--- src/rtl/lsu_bus_ctrl.sv ---
// Load/store bus controller: single-outstanding req/ack data-bus access
// with core stall, read-word capture and access timeout.
module lsu_bus_ctrl #(
  parameter int REG_LEN = 32,
  parameter int TIMEOUT = 16
) (
  input  logic               clk,
  input  logic               rst,
  input  logic               mem_rd,
  input  logic               mem_wr,
  input  logic [31:0]        addr,
  input  logic [REG_LEN-1:0] wdata,
  input  logic [3:0]         be,
  output logic               stall,
  output logic [REG_LEN-1:0] rdata,
  output logic               err,
  output logic               bus_req,
  output logic               bus_we,
  output logic [31:0]        bus_addr,
  output logic [3:0]         bus_be,
  output logic [REG_LEN-1:0] bus_wdata,
  input  logic               bus_ack,
  input  logic [REG_LEN-1:0] bus_rdata
);

  typedef enum logic [1:0] {
    IDLE,
    REQ,
    DONE
  } state_t;

  state_t             state, state_d;
  logic [7:0]         cnt, cnt_d;
  logic               we_d, err_d;
  logic [31:0]        addr_d;
  logic [3:0]         be_d;
  logic [REG_LEN-1:0] wdata_d, rdata_d;

  localparam logic [7:0] CNT_LAST = 8'(TIMEOUT - 1);

  always_ff @(posedge clk) begin
    if (rst) begin
      state     <= IDLE;
      cnt       <= '0;
      bus_we    <= 1'b0;
      bus_addr  <= '0;
      bus_be    <= '0;
      bus_wdata <= '0;
      rdata     <= '0;
      err       <= 1'b0;
    end else begin
      state     <= state_d;
      cnt       <= cnt_d;
      bus_we    <= we_d;
      bus_addr  <= addr_d;
      bus_be    <= be_d;
      bus_wdata <= wdata_d;
      rdata     <= rdata_d;
      err       <= err_d;
    end
  end

  always_comb begin
    state_d = state;
    cnt_d   = cnt;
    we_d    = bus_we;
    addr_d  = bus_addr;
    be_d    = bus_be;
    wdata_d = bus_wdata;
    rdata_d = rdata;
    err_d   = 1'b0;
    unique case (state)
      IDLE: begin
        if (mem_wr || mem_rd) begin
          we_d    = mem_wr;
          addr_d  = {addr[31:2], 2'b00};
          be_d    = mem_wr ? be : 4'b1111;
          wdata_d = wdata;
          cnt_d   = '0;
          // An all-zero byte-enable store has nothing to put on the bus.
          state_d = (mem_wr && be == 4'b0000) ? DONE : REQ;
        end
      end
      REQ: begin
        if (bus_ack) begin
          if (!bus_we) rdata_d = bus_rdata;
          state_d = DONE;
        end else if (cnt == CNT_LAST) begin
          if (!bus_we) rdata_d = '0;
          err_d   = 1'b1;
          state_d = DONE;
        end else begin
          cnt_d = cnt + 8'd1;
        end
      end
      DONE: begin
        state_d = IDLE;
      end
      default: begin
        state_d = IDLE;
      end
    endcase
  end

  assign bus_req = (state == REQ);
  assign stall   = (mem_rd | mem_wr) & (state != DONE);

endmodule

--- config.mk ---
export PLATFORM = sky130hd
export DESIGN_NAME = lsu_bus_ctrl
export DESIGN_NICKNAME = d
export VERILOG_FILES = /design/src/rtl/lsu_bus_ctrl.sv
export SDC_FILE = /design/constraint.sdc
export NUM_CORES = 1
export LEC_CHECK = 0
export CORE_AREA = 2 2 118 86
export DETAILED_ROUTE_END_ITERATION = 16
export DIE_AREA = 0 0 120 88
export PLACE_DENSITY = 0.84
export SYNTH_ARGS = -nofsm -noshare
export SYNTH_HDL_FRONTEND = slang
export SYNTH_SLANG_ARGS = --single-unit
--- constraint.sdc ---
create_clock -name clk -period 3.3 [get_ports clk]
set_input_delay 0.825 -clock clk [delete_from_list [all_inputs] [get_ports clk]]
set_output_delay 0.825 -clock clk [all_outputs]
set_load 0.02 [all_outputs]
==> results <==
## registers in the layout (all words and copies together) (netlist names)
signal	cells
err	1
bus_be	4
rdata	32
cnt	8
bus_wdata	32
bus_addr	30
state	2
bus_we	1
## cell usage in the layout, fill, tap and decap left out, drive strengths merged
cell	instances
clkbuf	9
nand2	131
or3	3
nor3	2
dfxtp	110
nand4	1
a22o	32
nor4	3
and3	3
a31oi	6
or2b	1
a41oi	1
nand2b	1
a21oi	72
ha	1
nor4b	1
inv	5
a211oi	2
o21ai	2
clkdlybuf4s50	203
o22ai	4
a21o	1
clkinvlp	1
buf	8
nand3	8
conb	2
nor2	8
a211o	1
bufinv	2
a2111oi	2
clkinv	1
## worst min-delay path: stages, from the launching register on
cell and delay (ps):
dfxtp_1 310, nand2_1 50, a21oi_1 50
## power breakdown
| group | leakage, nW | switching, mW | internal [mW] |
|---|---|---|---|
| Clock | 0.159 | 0.495 | 0.677 |
| Combinational | 1.31 | 0.407 | 0.376 |
| Sequential | 0.901 | 0.0584 | 1.44 |
| Total | 2.37 | 0.960 | 2.49 |
## metal layers
layer | routed length, um | vias to the layer above
met5 | 0 | -
met4 | 194 | 0
met3 | 975 | 26
met2 | 5240 | 149
met1 | 4430 | 1720
li1 | - | 1851
## worst paths after layout
kind                startpoint      endpoint  slack [ps]  cells past startpoint
hold reg to reg   bus_addr[22]  bus_addr[22]         450                      2
hold / removal    bus_addr[22]  bus_addr[22]         450                      2
setup / recovery        mem_wr         stall         180                      4
setup reg to reg        cnt[0]        cnt[7]        1430                      5
## logic make-up (layout without fill, tap and decap cells)
| group | after synthesis | in the layout | synth area share |
|---|---|---|---|
| simple gates | 162 | 162 | 0.176 |
| compound gates | 123 | 123 | 0.205 |
| flops | 110 | 110 | 0.572 |
| buf+inv | 35 | 229 | 0.0423 |
| fa+ha+maj | 1 | 1 | 0.00325 |
| other cells | 1 | 2 | 0.000975 |
## final cells by class
type                            count  area (um2)  area share
Sequential cell                   110        2200       0.350
Timing Repair Buffer              211        2090       0.332
Multi-Input combinational cell    288        1510       0.240
Clock buffer                        9         225      0.0358
Tap cell                          128         160      0.0254
Clock inverter                      7         105      0.0167
Inverter                            2        7.51     0.00119
## per-stage QoR
step	total power [mW]	instance area, um2	worst slack (ps)
finish	3.45	6300	184
global route	3.61	6300	131
CTS	3.49	6300	192
detailed placement	2.31	5970	194
global placement	2.28	5970	219
floorplan	1.90	3850	1260
==> metrics.md <==
| Metric | Value |
|---|---|
| Syn Area/Cell | `8.91 um2` |
| Root buf cell | `clkbuf_16` |
| GR Layer Usage met2 | `0.351` |
| Final Hold Viols | `0` |
| Largest net degree at the start of global routing | `47` |
| First-pass GRT wire length | `17000 um` |
| Fin Hold WS | `454 ps` |
| Die extent in y | `88 um` |
| Worst-margin pin slew | `728 ps` |
| Post CTS Setup Buffer Count | `0` |
| Routability cong. | `0.782` |
| DR iter-0 viols | `142` |
| Overall Global Routing Usage | `0.200` |
| Max_cap viols | `0` |
| Floorplan row count | `30` |
| Cell Pwr Density | `548 nW/um2` |
| Status | `finished, final reports clean` |
| Fin. max-slew vios | `0` |
| Number of synthesized flops with an enable pin | `0` |
| Tcrit/Tclk final | `0.944` |
| Clk buf depth | `2` |
| Final setup viols | `0` |
| DRC | `0` |
| I/O Pins | `209` |
| Worst hold path type | `flip-flop to flip-flop` |
| Share of cells above drive strength 1 | `0.0558` |
| Mapped Cells | `432` |
| Critical path, cell by cell | `clkdlybuf4s50_1 -> nor2_1 -> a21oi_1 -> clkdlybuf4s50_1` |
| Worst path slowest cell | `clkdlybuf4s50_1` |
| Top cell type's share of synthesized area | `0.572` |
| Max Fanout on Critical Path | `4` |
| CTS buffer count | `9` |
| WP buf/inv | `2` |
| Synth warn | `0` |
| Drt pass-1 iters | `4` |
| P&R area growth vs syn | `63.7%` |
| Count leader, synth | `nand2_1` |
| Dominant cell type by area after synthesis | `dfxtp_1` |
| GR peak layer | `met2` |
| Post-layout min period | `3120 ps` |
| Placed Cells | `739` |
| Hold_buf cts | `0` |
| Setup_tns | `0 ps` |
| Post-synth top cells | `131 x nand2_1, 110 x dfxtp_1, 71 x a21oi_1` |
| Post-layout nets | `728` |
| Final Util | `0.669` |
| ANT cells | `0` |
| H-Tree Depth | `3` |
| Synth Cell Area | `3850 um2` |
| Layout Skew | `5.01 ps` |
| CP dominant cell by count | `clkdlybuf4s50_1` |
| Final ANT Viol Nets | `0` |
| GRT met3 Usage | `0.0833` |
| RSZ-0062 raised after global routing | `false` |
| Gr ovfl total | `0` |
| Relative slew slack | `0.515` |
| Wirelength per Cell | `14.4 um` |
| Clock Latency Late Sink | `340 ps` |
| CP Launch Type | `input port` |
| Die area | `10600 um2` |
| Port bufs | `204` |
| Initial antenna violation count | `0` |
| Clock slew at reported path FFs | `70 ps` |
| Slowest stage delay, CP | `640 ps` |
| Critical path required time | `2470 ps` |
| Dpl hpwl | `7720 um` |
| Yosys reg bits | `110` |
| Count of cell types in the netlist | `36` |
| Crit end category | `output port` |
| Core ar. | `9420 um2` |
| # fillers | `743` |
| LEAKAGE | `2.37 nW` |
| Max Fclk | `321 MHz` |
| Non-Filler Instances | `755` |
| Share of flip-flops with an asynchronous set or reset | `0` |
| Crit path kind | `input port to output port` |
| Synth top area cells | `dfxtp_1 57%, nand2_1 13%, a21oi_1 9.2%, a22o_1 7.3%, buf_2 1.7%` |
| Clk sinks | `110` |
| Initial Util | `0.408` |
| Met1 usage | `0.223` |
| Critical Path AT | `2290 ps` |
| Vias in the first global route | `3573` |
| Resized cells post-CTS | `0` |
| Top_reg_cell synth | `dfxtp_1` |
| Die W | `120 um` |
| Max VDD drop | `331 uV` |
| Via count | `3746` |
| CP delay by family, top | `buffers and inverters` |
| Vias/cell | `4.96` |
| CTS tree | `done` |
| Sequential-to-total area share from yosys stat | `0.572` |
| WL final | `10800 um` |
No activity file was read; power rests on OpenSTA's default activity.
